[src/rtl/mem_arb_pkg.sv]
// mem_arb_pkg: shared types for the two-port memory arbiter
package mem_arb_pkg;
  localparam int NPORTS = 2;
  typedef logic [$clog2(NPORTS)-1:0] port_t;
  typedef enum logic [1:0] {IDLE, OWN0, OWN1} arb_state_e;
endpackage

[src/rtl/arb_pick.sv]
// arb_pick: combinational one-hot picker; MEM_ARB_RR_EN selects round-robin, otherwise port 0 has fixed priority
module arb_pick
  import mem_arb_pkg::*;
(
  input  logic [NPORTS-1:0] req_i,
  input  port_t             rr_last_i,
  input  logic [NPORTS-1:0] mask_i,
  output logic [NPORTS-1:0] gnt_o
);
  logic [NPORTS-1:0] r;
`ifdef MEM_ARB_RR_EN
  // On contention the port that was not granted last wins
  always_comb begin
    r = req_i & mask_i;
    gnt_o = &r ? (rr_last_i ? 2'b01 : 2'b10) : r;
  end
`else
  logic unused_rr;
  // On contention port 0 always wins
  always_comb begin
    r = req_i & mask_i;
    unused_rr = ^rr_last_i;
    gnt_o = &r ? 2'b01 : r;
  end
`endif
endmodule

[src/rtl/mem_arbiter.sv]
// mem_arbiter: two-master arbiter for a single-port 1-cycle-latency RAM, with bounded lock; MEM_ARB_RR_EN selects round-robin
module mem_arbiter
  import mem_arb_pkg::*;
#(
  parameter int ADDR_W   = 32,
  parameter int DATA_W   = 32,
  parameter int MAX_LOCK = 16
) (
  input  logic                clk_i,
  input  logic                rst_i,
  input  logic [NPORTS-1:0]   req_i,
  input  logic [NPORTS-1:0]   lock_i,
  input  logic [DATA_W/8-1:0] wstrb_i [NPORTS],
  input  logic [ADDR_W-1:0]   addr_i  [NPORTS],
  input  logic [DATA_W-1:0]   wdata_i [NPORTS],
  output logic [NPORTS-1:0]   gnt_o,
  output logic [NPORTS-1:0]   done_o,
  output logic [DATA_W-1:0]   rdata_o,
  output logic                mem_en_o,
  output logic [DATA_W/8-1:0] mem_wstrb_o,
  output logic [ADDR_W-1:0]   mem_addr_o,
  output logic [DATA_W-1:0]   mem_wdata_o,
  input  logic [DATA_W-1:0]   mem_rdata_i
);
  localparam int CW = $clog2(MAX_LOCK + 1);
  arb_state_e state_q, state_d;
  logic [CW-1:0] cnt_q, cnt_d;
  port_t rr_last_q, rr_last_d, owner, g;
  logic [NPORTS-1:0] done_q, mask, gnt;
  logic rd_q, locked, sat, hold, any;
  // A saturated lock counter releases the lock for one arbitration; reset blocks every grant
  always_comb begin
    owner = port_t'(state_q == OWN1);
    sat = cnt_q == CW'(MAX_LOCK);
    locked = state_q != IDLE && lock_i[owner];
    hold = locked && !sat;
    mask = rst_i ? 2'b00 : hold ? (owner ? 2'b10 : 2'b01) : 2'b11;
  end
  arb_pick u_pick (
    .req_i    (req_i),
    .rr_last_i(rr_last_q),
    .mask_i   (mask),
    .gnt_o    (gnt)
  );
  // Next owner, lock counter and the memory request taken from the granted port
  always_comb begin
    any = |gnt;
    g = port_t'(gnt[1]);
    state_d = any ? (g ? OWN1 : OWN0) : hold ? state_q : IDLE;
    cnt_d = (locked && state_d == state_q) ? (sat ? cnt_q : cnt_q + CW'(1)) : '0;
    rr_last_d = any ? g : rr_last_q;
    mem_en_o = any;
    mem_wstrb_o = any ? wstrb_i[g] : '0;
    mem_addr_o = any ? addr_i[g] : '0;
    mem_wdata_o = any ? wdata_i[g] : '0;
  end
  assign gnt_o = gnt;
  assign done_o = rst_i ? '0 : done_q;
  assign rdata_o = (|done_o && rd_q) ? mem_rdata_i : '0;
  // Owner state and a completion strobe one cycle behind each grant
  always_ff @(posedge clk_i) begin
    if (rst_i) begin
      state_q <= IDLE;
      cnt_q <= '0;
      rr_last_q <= 1'b1;
      done_q <= '0;
      rd_q <= 1'b0;
    end else begin
      state_q <= state_d;
      cnt_q <= cnt_d;
      rr_last_q <= rr_last_d;
      done_q <= gnt;
      rd_q <= mem_wstrb_o == '0;
    end
  end
endmodule

[config.mk]
export PLATFORM = sky130hd
export DESIGN_NAME = mem_arbiter
export DESIGN_NICKNAME = d
export VERILOG_FILES = /design/src/rtl/mem_arb_pkg.sv /design/src/rtl/arb_pick.sv /design/src/rtl/mem_arbiter.sv
export SDC_FILE = /design/constraint.sdc
export NUM_CORES = 1
export LEC_CHECK = 0
export ABC_AREA = 1
export CAP_MARGIN = 20
export CORE_AREA = 2 2 108 110
export CTS_BUF_LIST = sky130_fd_sc_hd__clkbuf_16
export CTS_CLUSTER_SIZE = 25
export DETAILED_ROUTE_END_ITERATION = 16
export DIE_AREA = 0 0 110 112
export GPL_TIMING_DRIVEN = 0
export PLACE_DENSITY = 0.55
export SYNTH_ARGS = -nofsm -noshare
export SYNTH_HDL_FRONTEND = slang
export SYNTH_SLANG_ARGS = --single-unit
[constraint.sdc]
create_clock -name clk_i -period 2.3 [get_ports clk_i]
set_clock_uncertainty 0.15 [all_clocks]
set_input_delay 0.23 -clock clk_i [delete_from_list [all_inputs] [get_ports clk_i]]
set_output_delay 0.23 -clock clk_i [all_outputs]
set_load 0.01 [all_outputs]
Word-level counts from Yosys, hierarchy flattened
Index checks and enable logic that the tools add are counted.
{ "totals": {"output_inout_bits": 105, "ff_bits": 10, "elab_cells": 47} }
{ "classes": {"eq_ne": 3, "n_reduce_logical": 11, "bitwise_logic": 3, "muxes": 23, "n_lt_le_gt_ge": 2, "add_sub_neg": 1} }
{ "op_table": {"columns": ["operator", "n"], "rows": [
  ["$mux W32", 9],
  ["$mux W2", 8],
  ["$mux W4", 4],
  ["$reduce_or A2 Y1", 3],
  ["$add A5 B1 Y5 const B", 1],
  ["$eq A5 B5 Y1 const B", 1],
  ["$logic_and A1 B1 Y1", 4],
  ["$logic_not A4 Y1", 1],
  ["$and A2 B2 Y2", 1],
  ["$eq A2 B2 Y1", 1],
  ["$eq A2 B2 Y1 const B", 1],
  ["$ge A2 B2 Y1 const B", 1],
  ["$lt A1 B2 Y1 const B", 1],
  ["$mux W1", 2],
  ["$not A1 Y2", 1],
  ["$reduce_and A2 Y1", 1],
  ["$reduce_bool A2 Y1", 1],
  ["$logic_not A1 Y1", 1],
  ["$not A1 Y1", 1]
]} }

Longest topological paths before layout
Gate-level depths: netlist of run 1.
{ "logic_depth": {"word_depth": 16, "ltp_mapped": 14, "mapped_depth_nobuf": 13} }

Hierarchy
Synthesis of run 1 repeated with hierarchy kept, for this count alone.
{ "hier_totals": {"cells_unflattened": 235, "area_unflattened_um2": 1535.2} }
{ "modules_own_cells": {"columns": ["module", "cells_each", "area_per_inst_um2", "seq_area_each_um2", "n_inst"], "rows": [
  ["mem_arbiter", 231, 1517.7, 220.2, 1],
  ["arb_pick", 4, 17.5, 0.0, 1]
]} }

Worst setup path before layout of run 1
OpenSTA, ideal clock, no wires.
{ "synth_timing": {"path_kind": "flip-flop to output port", "start": "register cnt_q[0]", "end": "output mem_addr_o[10]", "stages_incl_launch_ff": 14, "slack_ps": 327, "arrival_ps": 1593, "n_path_buf": 2, "cell_sequence": "dfxtp_1 inv_1 ha_1 nand2_1 inv_1 nand2_2 nand3_2 nand2_2 inv_2 nand2_2 inv_2 buf_6 buf_6 a22o_1"} }
{ "synth_between": {"elab_chain_cells": 13} }
{ "synth_lines": {"columns": ["item", "line", "rtl"], "rows": [
  ["start, declared", "mem_arbiter.sv:27", "logic [CW-1:0] cnt_q, cnt_d;"],
  ["start signal, assigned", "mem_arbiter.sv:70", "cnt_q <= cnt_d;"],
  ["$eq A5 B5 Y1 *", "mem_arbiter.sv:34", "sat = cnt_q == CW'(MAX_LOCK);"],
  ["$logic_not A1 Y1 *", "mem_arbiter.sv:36", "hold = locked && !sat;"],
  ["$logic_and A1 B1 Y1 *", "mem_arbiter.sv:36", null],
  ["$mux W2 * (2 in a row)", "mem_arbiter.sv:37", "mask = rst_i ? 2'b00 : hold ? (owner ? 2'b10 : 2'b01) : 2'b11;"],
  ["$and A2 B2 Y2 *", "arb_pick.sv:21", "r = req_i & mask_i;"],
  ["$reduce_and A2 Y1", "arb_pick.sv:23", "gnt_o = &r ? 2'b01 : r;"],
  ["$mux W2 *", "arb_pick.sv:23", null],
  ["$not A1 Y2 (not written as such)", "mem_arbiter.sv:54", "mem_addr_o = any ? addr_i[g] : '0;"],
  ["$mux W32 (not written as such) (3 in a row)", "mem_arbiter.sv:54", null],
  ["$mux W32 *", "mem_arbiter.sv:54", null],
  ["end, declared", "mem_arbiter.sv:21", "output logic [ADDR_W-1:0] mem_addr_o,"]
]} }
Mark *: on every way between the ends. The rest lies on a longest branch, timed or not. The select of a mux whose other input is x is not followed.

Worst setup path in the final report of run 1
{ "layout_timing": {"start": "register cnt_q[0]", "end": "output mem_wdata_o[13]"} }
{ "layout_between": {"elab_chain_cells": 13} }
{ "layout_lines": {"columns": ["item", "line", "rtl"], "rows": [
  ["$eq A5 B5 Y1 *", "mem_arbiter.sv:34", null],
  ["$logic_not A1 Y1 *", "mem_arbiter.sv:36", null],
  ["$logic_and A1 B1 Y1 *", "mem_arbiter.sv:36", null],
  ["$mux W2 * (2 in a row)", "mem_arbiter.sv:37", null],
  ["$and A2 B2 Y2 *", "arb_pick.sv:21", null],
  ["$reduce_and A2 Y1", "arb_pick.sv:23", null],
  ["$mux W2 *", "arb_pick.sv:23", null],
  ["$not A1 Y2 (not written as such)", "mem_arbiter.sv:55", "mem_wdata_o = any ? wdata_i[g] : '0;"],
  ["$mux W32 (not written as such) (3 in a row)", "mem_arbiter.sv:55", null],
  ["$mux W32 *", "mem_arbiter.sv:55", null],
  ["end, declared", "mem_arbiter.sv:22", "output logic [DATA_W-1:0] mem_wdata_o,"]
]} }
Marked as above.

==> metrics.md, run 1 <==
| Metric | Value |
|---|---|
| Routed wl met3 | `slightly above 1 mm` |
| Global-route usage over all layers | `between 10% and 20%` |
| Tcrit/Tclk final | `between 90% and 100%` |
| Die H | `about 110 microns` |
| CP endpoint kind | `output pin` |
| Root buf cell | `clkbuf_16` |
| Startpoint Class | `register` |
| Clock tree buffer depth | `2` |
| Min-Delay Path Class | `input pin to register` |
| Tightest Pin Transition | `approximately 0.31 ns` |
| Die Wd | `110 microns` |
| Placed Area | `0.00447 sq mm` |
| FMAX | `between 400 and 500 MHz` |
| Num CTS Buffers | `3` |
| Htree depth | `1` |
| Wire length of the first global-routing pass | `around 13 mm` |
| Post-synthesis register bit count | `10` |
| DRT iter0 DRCs | `a little under 70` |
| Most common cell after layout, fill and taps aside | `clkdlybuf4s50_1` |
| Hold Vio Cnt, Final | `0` |
| Multi-input logic area | `between 0.001 and 0.0015 sq mm` |
| Final number of max-transition violations | `0` |
| Filler cells | `1164` |
| Initial core utilization | `13.6%` |
| Reg area | `between 200 and 250 sq um` |
| Antenna violations before repair | `0` |
| Antenna-violating nets left | `0` |
| Grt total ovfl | `0` |
| Largest net degree at the start of global routing | `11` |
| Rel. slew slack | `about four fifths` |
| Yosys warns | `0` |
| Largest vdd supply drop | `just over 0.3 mV` |
| CTS sink count | `10` |
| Mapped Cells | `236` |
| Area of the mapped netlist | `~0.0015 sq mm` |
| Fin Hold WS | `approximately 0.13 ns` |
| Unique masters post-synth | `22` |
| Commonest cells after routing, fill and taps aside | `clkdlybuf4s50_1 (206), a22o_1 (63), buf_2 (49)` |
| Reg clk slew, reported paths | `about 0.040 ns` |
| Critical Path RT | `~1.9 ns` |
| Site Rows | `39` |
| Worst-Skew Late Latency | `roughly 0.24 ns` |
| Vias in the first global route | `2644` |
| PortBufs | `between 200 and 300` |
| Post-route DRC violation count | `0` |
| Unrepaired setup endpoints after global routing | `true` |
| Fraction of layout cells with a size suffix above 1 | `between 20% and 30%` |
| Status | `finished, final reports clean` |
| Post-Syn Nets | `between 400 and 500` |
| DRT Pass-1 Iters | `4` |
| Crit path time final | `roughly 2.3 ns` |
| Die area | `0.0123 sq mm` |
| Vias | `about 2800` |
| Hpwl dp | `around 8.5 mm` |
| GP Congestion | `approximately 0.8` |
| Power per Cell Area | `between 200 and 300 mW/mm^2` |
| Final net count | `roughly 710` |
| CTS tree | `done` |
| Setup violators final | `0` |
| WP data arrival | `around 1.9 ns` |
| Post-synthesis sequential area ratio | `13.2%` |
| WL met1 | `3.25 mm` |
| Maxcap violations | `0` |
| Setup CP Type | `register to output pin` |
| Met2 wire len | `~5.3 mm` |
| Finished Cell Area | `roughly 0.0046 sq mm` |
| Syn-to-layout area delta | `202%` |
| TNS Setup | `0 ns` |
| WL/cell | `between 10 and 15 microns` |
| Synthesized area per cell | `~6.4 sq um` |
| Worst-path fanout max | `7` |
| Vias per cell | `4.11` |
| I/O Pins | `between 200 and 300` |
| Antenna diode count | `0` |
| Post-Route WL | `a little under 10 mm` |
| Core footprint | `around 0.011 sq mm` |
| Leakage | `approximately 2.2 nW` |
| Max layer used | `met4` |
routing by layer:
metal  up-vias  track usage, %
li1       1392               -
met1      1223            13.8
met2       159            28.9
met3        10            2.93
met4         0            3.21
met5         -               0
flip-flops by register name, indices dropped and copies added, names as in the netlist:
| signal | cells |
|---|---|
| done_q | 2 |
| state_q | 2 |
| rd_q | 1 |
| cnt_q | 5 |
metrics by stage:
stage / std cells / setup slack (ns) / power (W) / utilization, %
6_report: 677 / 0.000159 / 0.00121 / 41.2
5_1_grt: 677 / -0.0817 / 0.00128 / 41.2
4_1_cts: 670 / -0.0157 / 0.00119 / 39.9
3_5_place_dp: 656 / -0.438 / 0.000930 / 40.0
3_3_place_gp: 656 / -0.397 / 0.000927 / 40.0
2_1_floorplan: 236 / 0.327 / 0.000406 / -
Yosys cell counts:
library cell  number  share of area [%]
a22o_1            64                 37
nor2_1            45                 11
inv_1             44                 11
nand2_1           19                4.7
dfxtp_1           10                 13
nand3_1            9                3.0
buf_2              6                2.0
buf_6              6                4.4
clkbuf_1           6                1.5
nand2_2            6                2.5
inv_2              3               0.74
nand3_2            3                2.0
a21oi_1            2               0.66
a21oi_2            2                1.2
ha_1               2                1.6
o21ai_1            2               0.66
xor2_1             2                1.2
buf_4              1               0.49
nand4_1            1               0.41
nor2_2             1               0.41
o21ai_0            1               0.33
or2_2              1               0.41
cell families after synthesis:
logic type	after synthesis	synth area share, %
fa+ha+maj	2	1.64
simple gates	85	24.4
xor+xnor	2	1.15
buf+inv	66	20.0
compound gates	71	39.6
flops	10	13.2
final cells by class:
type,instances,area share (%)
multi-input cells,160,23.1
well taps,143,3.89
repair buffers,294,59.0
plain buffers,19,3.92
clock inverters,1,0.0816
flip-flops and latches,10,4.41
inverters,47,4.05
clock buffers,3,1.63
worst paths after layout:
kind | startpoint | end | slack, ns | cells after the start
worst max register to register | cnt_q[0] | cnt_q[0] | 0.30 | 16
worst max-delay path | cnt_q[0] | mem_wdata_o[13] | 0.0002 | 14
worst min register to register | cnt_q[0] | cnt_q[0] | 0.40 | 3
worst min-delay path | rst_i | state_q[0] | 0.13 | 2
power by group:
part           internal, W  switching (W)
combinational     0.000468       0.000249
clock             0.000228      0.0000849
sequential        0.000180     0.00000288
timing repair:
action	in CTS	in global routing
cloned	2	1
gates resized for setup	273	28
hold buffers	0	0
endpoints found under the setup margin	81	93
buffers inserted	8	6
pin swaps	6	4
worst max-delay path, cell delays in order, from the launching register on:
cell	delay (ns)
dfxtp_2	0.33
inv_2	0.05
ha_4	0.15
nand2_2	0.05
inv_2	0.04
nand2_4	0.07
nand3_2	0.08
nand2_2	0.10
inv_4	0.05
nand2_4	0.08
inv_6	0.05
buf_12	0.14
buf_8	0.12
a22o_1	0.21
buf_2	0.15
No activity file was read; power rests on OpenSTA's default activity.
==> inputs of run 2 (changes only) <==
Settings changed: ABC_AREA 1 to 0, CTS_BUF_LIST sky130_fd_sc_hd__clkbuf_16 to not set, CTS_CLUSTER_DIAMETER set to 50.
==> run 2 against run 1 <==
Compared with the run above: the flow now finishes with violations (negative setup slack); die area is the same; via count decreased by 4.3%; critical path depth fell by 5; largest cell class unchanged.
==> metrics.md, run 2 <==
| Metric | Value |
|---|---|
| Final net count | `between 600 and 700` |
| Vias per cell | `roughly 4.2` |
| R2R Path Start | `cnt_q[1]` |
| Setup violators final | `68` |
| Antenna-violating nets left | `0` |
| Number of flip-flops in the largest register | `5` |
| Post-Route WL | `10.3 mm` |
| Vias | `between 2000 and 3000` |
| Slowest cell delay on critical path | `about 0.33 ns` |
| Post-synth EDFFs | `0` |
| Filler cells | `~1100` |
| Die Wd | `approximately 110 microns` |
| Unique masters post-synth | `31` |
| Worst r2r dst | `rd_q` |
| Post-synthesis sequential area ratio | `approximately 14%` |
| Commonest cells after routing, fill and taps aside | `clkdlybuf4s50_1 (205), a22o_1 (68), buf_2 (53)` |
| Fraction of layout cells with a size suffix above 1 | `between 20% and 30%` |
| Most common cell after layout, fill and taps aside | `clkdlybuf4s50_1` |
| CTS sink count | `10` |
| CP bufs+invs | `4` |
| Maxcap violations | `0` |
| Hpwl dp | `~8.3 mm` |
| DRT iter0 DRCs | `around 140` |
| Status | `finished, violations left` |
| Antenna diode count | `0` |
| Synthesized area per cell | `roughly 7.8 sq um` |
| Tightest Pin Transition | `between 0.4 and 0.5 ns` |
| Min-delay src | `rst_i` |
| Post-synthesis register bit count | `10` |
| Num CTS Buffers | `3` |
| Crit path from | `cnt_q[1]` |
| Crit path max-delay family | `buffers and inverters` |
| Global-route usage over all layers | `14.8%` |
| DRT Pass-1 Iters | `4` |
| Mapped Cells | `about 180` |
| Crit path time final | `~2.4 ns` |
| Worst-path fanout max | `10` |
| Htree depth | `1` |
| Tcrit/Tclk final | `105%` |
| Post-Syn Nets | `360` |
| Largest vdd supply drop | `~0.22 mV` |
| GP Congestion | `0.737` |
| Wire length of the first global-routing pass | `about 14 mm` |
| Rel. slew slack | `between 60% and 70%` |
| CTS tree | `done` |
| Util after Layout | `42.1%` |
| Dpl cells | `~610` |
| Critical Path End | `mem_addr_o[26]` |
| Violated checks | `negative setup slack` |
| R2r worst-path depth | `10` |
| Reg with most FFs | `cnt_q` |
| Largest net degree at the start of global routing | `11` |
| Grt total ovfl | `0` |
| Initial core utilization | `between 10% and 20%` |
| Async S/R FF share, synth | `0%` |
| Reg clk slew, reported paths | `0.04 ns` |
| CP endpoint kind | `output pin` |
| Root buf cell | `clkbuf_16` |
| Clock tree buffer depth | `2` |
| Most frequent cell after synthesis | `a22o_1` |
| Min-Delay Path Class | `input pin to register` |
| Area contributors post-synth | `a22o_1 (41%), and2_1 (15%), dfxtp_1 (14%)` |
| Synth top area share | `between 40% and 50%` |
| Die area | `between 0.01 and 0.015 sq mm` |
| Critical path depth | `9` |
| Area of the mapped netlist | `~0.0014 sq mm` |
| Prevailing post-synth register cell | `dfxtp_1` |
| Syn-to-layout area delta | `226%` |
| I/O Pins | `about 280` |
| PortBufs | `between 200 and 300` |
| WP data arrival | `about 2.0 ns` |
| Commonest cells post-synth | `a22o_1 (68), and2_1 (34), clkbuf_1 (11), dfxtp_1 (10), buf_2 (6)` |
| Unrepaired setup endpoints after global routing | `true` |
| FF-to-FF setup slack | `0.15 ns` |
| Core footprint | `between 0.01 and 0.015 sq mm` |
| Final number of max-transition violations | `0` |
| Yosys warns | `0` |
| CTS Hold Bufs | `0` |
| Vias in the first global route | `2648` |
| Reg area | `roughly 200 sq um` |
| Worst-Skew Late Latency | `about 0.24 ns` |
| Leakage | `between 2 and 2.5 nW` |
| WL/cell | `around 16 microns` |
| Hold Vio Cnt, Final | `0` |
| Critical Path RT | `1.92 ns` |
| Die H | `about 110 microns` |
| Setup CP Type | `register to output pin` |
| Site Rows | `39` |
| Biggest regs | `cnt_q x5, done_q x2, state_q x2` |
| Antenna violations before repair | `0` |
| Yosys top cell by area | `a22o_1` |
| Non-filler cells, final | `630` |
| Worst setup margin | `-0.105 ns` |
| FMAX | `just over 400 MHz` |
| Worst-path cell chain | `inv_2, ha_4, and4bb_4, o211a_4, and2_4, buf_12, buf_8, a22o_1, buf_6` |
| Power per Cell Area | `between 200 and 300 mW/mm^2` |
| Post-route DRC violation count | `0` |
| Slowest stage cell, crit path | `dfxtp_2` |
| Startpoint Class | `register` |
| Multi-input logic area | `0.00118 sq mm` |
==> run 2: cell types whose count changed after synthesis, moves of 3 or more <==
| cell | previous run | this run |
|---|---|---|
| inv_1 | 44 | 5 |
| nand3_1 | 9 | 5 |
| a22o_1 | 64 | 68 |
| nand2_2 | 6 | 0 |
| nand2_1 | 19 | 5 |
| nand3_2 | 3 | 0 |
| nor2b_1 | 0 | 3 |
| buf_6 | 6 | 2 |
| clkbuf_1 | 6 | 11 |
| nor2_1 | 45 | 4 |
| and2_1 | 0 | 34 |
==> run 2: cells by family after synthesis <==
logic type / count (synthesis) / synth area share (%)
AO/OA/AOI/OAI: 82 / 48.4
XOR/XNOR: 3 / 1.82
adder cells (fa/ha/maj): 2 / 1.74
buffers and inverters: 25 / 8.07
flip-flops: 10 / 13.9
AND/OR/NAND/NOR: 62 / 26.1
==> run 2: timing repair <==
action | CTS | global route
gates cloned | 5 | 1
gates resized for setup | 345 | 24
setup endpoints to repair | 103 | 100
buffers inserted | 11 | 5
pin swaps | 5 | 8
==> run 2: worst min-delay path by stage <==
stage	end	depth (start not counted)
after floorplan	state_q[0]	1
after global placement	state_q[0]	2
after detailed placement	state_q[0]	2
after CTS	state_q[0]	2
after global routing	state_q[0]	2
final	state_q[1]	2
==> run 2: cell type report <==
| type | instances | share of cell area (%) |
|---|---|---|
| well taps | 143 | 3.80 |
| inverters | 6 | 0.532 |
| flip-flops and latches | 10 | 4.31 |
| repair buffers | 300 | 60.3 |
| clock buffers | 3 | 1.60 |
| plain buffers | 19 | 4.44 |
| multi-input cells | 149 | 25.1 |
==> run 2: metrics by stage <==
step           hold slack [ns]  cell area (sq um)  power, W  setup TNS, ns  setup WS, ns
2_1_floorplan            0.149               1440  0.000368              0         0.167
3_3_place_gp             0.383               4400  0.000866         -47.68        -0.661
3_5_place_dp             0.379               4400  0.000868         -51.32        -0.709
4_1_cts                  0.318               4560   0.00117          -6.10        -0.134
5_1_grt                  0.393               4700   0.00124          -8.59        -0.153
6_report                 0.353               4700   0.00119          -5.27        -0.105
==> run 2: power breakdown <==
part | switching [W] | internal, W | total (W)
sequential | 0.00000246 | 0.000179 | 0.000182
clock | 0.0000806 | 0.000226 | 0.000306
combinational | 0.000228 | 0.000474 | 0.000702
total | 0.000311 | 0.000878 | 0.00119
==> run 2: per-layer routing <==
layer / track usage (%) / vias to the layer above / routed length, microns
met3: 3.04 / 6 / 902
met1: 16.6 / 1201 / 3750
met5: 0 / - / 0
li1: - / 1320 / -
met4: 1.43 / 0 / 61
met2: 28.9 / 138 / 5580
==> inputs of run 3 (changes only) <==
==> constraint.sdc (replaced) <==
create_clock -name clk_i -period 2.3 [get_ports clk_i]
set_clock_uncertainty 0.15 [all_clocks]
set_input_delay 0.345 -clock clk_i [delete_from_list [all_inputs] [get_ports clk_i]]
set_output_delay 0.345 -clock clk_i [all_outputs]
set_load 0.01 [all_outputs]
==> run 3 against run 2 <==
Compared with the run above: the flow still finishes with violations (negative setup slack); via count increased by 1.7%; cell count up 1.4%; non-clock buffer count up 9; setup slack worse by 0.12 ns; critical endpoint is now mem_wdata_o[19].
==> metrics.md, run 3 (synthesis results as in run 2) <==
| Metric | Value |
|---|---|
| Status | `finished, violations left` |
| Violated checks | `negative setup slack` |
| Crit path from | `cnt_q[1]` |
| Antenna violations before repair | `0` |
| Final number of max-transition violations | `0` |
| WP data arrival | `about 2 ns` |
| CTS tree | `done` |
| Die area | `0.0123 sq mm` |
| Startpoint Class | `register` |
| Maxcap violations | `0` |
| Biggest regs | `cnt_q x5, done_q x2, state_q x2` |
| Root buf cell | `clkbuf_16` |
| Global-route usage over all layers | `between 10% and 20%` |
| Clock tree buffer depth | `2` |
| Unrepaired setup endpoints after global routing | `true` |
| Post-route DRC violation count | `0` |
| Initial core utilization | `between 10% and 20%` |
| Hold Vio Cnt, Final | `0` |
| Filler cells | `1119` |
| Crit path time final | `2.52 ns` |
| Critical Path RT | `~1.8 ns` |
| Min-Delay Path Class | `input pin to register` |
| Antenna diode count | `0` |
| Number of flip-flops in the largest register | `5` |
| Tightest Pin Transition | `between 0.4 and 0.5 ns` |
| Grt total ovfl | `0` |
| Wire length of the first global-routing pass | `roughly 15 mm` |
| Leakage | `2.32 nW` |
| Setup violators final | `a little under 70` |
| PortBufs | `~280` |
| Critical Path End | `mem_wdata_o[19]` |
| Finished Cell Area | `0.00484 sq mm` |
| GP Congestion | `between 0.7 and 0.8` |
| CP endpoint kind | `output pin` |
| I/O Pins | `about 280` |
| DRT iter0 DRCs | `between 100 and 150` |
| Setup CP Type | `register to output pin` |
| Power per Cell Area | `249 mW/mm^2` |
| Worst r2r dst | `rd_q` |
| Vias | `between 2000 and 3000` |
| Htree depth | `1` |
| FMAX | `396 MHz` |
| Worst-path fanout max | `8` |
| Site Rows | `39` |
| Vias in the first global route | `approximately 2700` |
| Num CTS Buffers | `3` |
| Antenna-violating nets left | `0` |
| Reg with most FFs | `cnt_q` |
| FF-to-FF setup slack | `approximately 0.14 ns` |
| TNS Setup | `-13.44 ns` |
| Core footprint | `between 0.01 and 0.015 sq mm` |
| R2R Path Start | `cnt_q[1]` |
| Die H | `112 microns` |
| Syn-to-layout area delta | `236%` |
| R2r worst-path depth | `10` |
| CTS sink count | `10` |
| Vias per cell | `~4.2` |
| Most common cell after layout, fill and taps aside | `clkdlybuf4s50_1` |
| Final net count | `674` |
| DRT Pass-1 Iters | `4` |
| WL/cell | `approximately 16 microns` |
| Commonest cells after routing, fill and taps aside | `clkdlybuf4s50_1 (190), a22o_1 (68), buf_2 (53)` |
| Hpwl dp | `8.31 mm` |
| Largest vdd supply drop | `0.221 mV` |
| Post-Route WL | `10.5 mm` |
| Largest net degree at the start of global routing | `11` |
| Worst-Skew Late Latency | `between 0.2 and 0.25 ns` |
| Placed Area | `between 0.004 and 0.005 sq mm` |
| Reg clk slew, reported paths | `roughly 0.04 ns` |
| Worst setup margin | `-0.225 ns` |
| Tcrit/Tclk final | `110%` |
| Fraction of layout cells with a size suffix above 1 | `28.8%` |
| Die Wd | `roughly 110 microns` |
| CTS Hold Bufs | `0` |
| Rel. slew slack | `68.3%` |
run 3: cell types whose count changed in the layout (fill, tap and decap cells not counted), moves of 3 or more:
cell             before  now
clkbuf_2              6    3
dlymetal6s2s_1        1   12
buf_4                14   23
clkdlybuf4s50_1     205  190
run 3: critical path, stage by stage (launching register included):
cell and delay [ns]:
dfxtp_2 0.32, inv_2 0.05, ha_4 0.15, and4bb_4 0.24, o211a_4 0.24, and2_4 0.16, buf_12 0.16, clkbuf_16 0.15
a22o_1 0.19, buf_6 0.12
run 3: timing repair:
action / 4_1_cts / 5_1_grt
buffers inserted: 17 / 6
setup endpoints to repair: 103 / 87
gates resized for setup: 369 / 38
pin swaps: 7 / 3
gates cloned: 7 / 1
run 3: per-stage QoR:
stage	util (%)	worst slack, ns	instances	total power (W)	hold WS (ns)
after detailed placement	39.4	-0.939	605	0.000868	0.379
final	43.3	-0.225	639	0.00120	0.265
after CTS	41.6	-0.213	632	0.00119	0.257
after floorplan	-	0.0520	184	0.000368	0.264
after global routing	43.3	-0.272	639	0.00126	0.272
after global placement	39.4	-0.891	605	0.000866	0.383
run 3: layer usage:
| layer | global-route usage [%] | vias to the layer above | part of all wire (%) |
|---|---|---|---|
| li1 | - | 1338 | - |
| met1 | 17.0 | 1234 | 37 |
| met2 | 29.4 | 131 | 54 |
| met3 | 3.04 | 6 | 8.4 |
| met4 | 1.43 | 0 | 0.58 |
| met5 | 0 | - | 0 |
run 3: how the worst min path moves through the flow:
| stage | from | to | cells past startpoint |
|---|---|---|---|
| 2_1_floorplan | rst_i | state_q[0] | 1 |
| 3_3_place_gp | state_q[0] | state_q[0] | 2 |
| 3_5_place_dp | state_q[0] | state_q[0] | 2 |
| 4_1_cts | rst_i | state_q[0] | 2 |
| 5_1_grt | rst_i | state_q[0] | 2 |
| 6_report | rst_i | state_q[0] | 2 |
run 3: final cells by class:
cell class	count	area, sq um	share of cell area, %
clock buffers	3	75.1	1.55
repair buffers	309	2940	60.8
inverters	6	25.0	0.517
plain buffers	19	226	4.68
well taps	143	179	3.70
flip-flops and latches	10	204	4.22
multi-input cells	149	1190	24.5
run 3: power breakdown:
| part | total (W) | internal (W) | switching [W] |
|---|---|---|---|
| logic | 0.000719 | 0.000485 | 0.000234 |
| clock network | 0.000303 | 0.000225 | 0.0000776 |
| registers | 0.000182 | 0.000179 | 0.00000261 |
| total | 0.00120 | 0.000890 | 0.000314 |
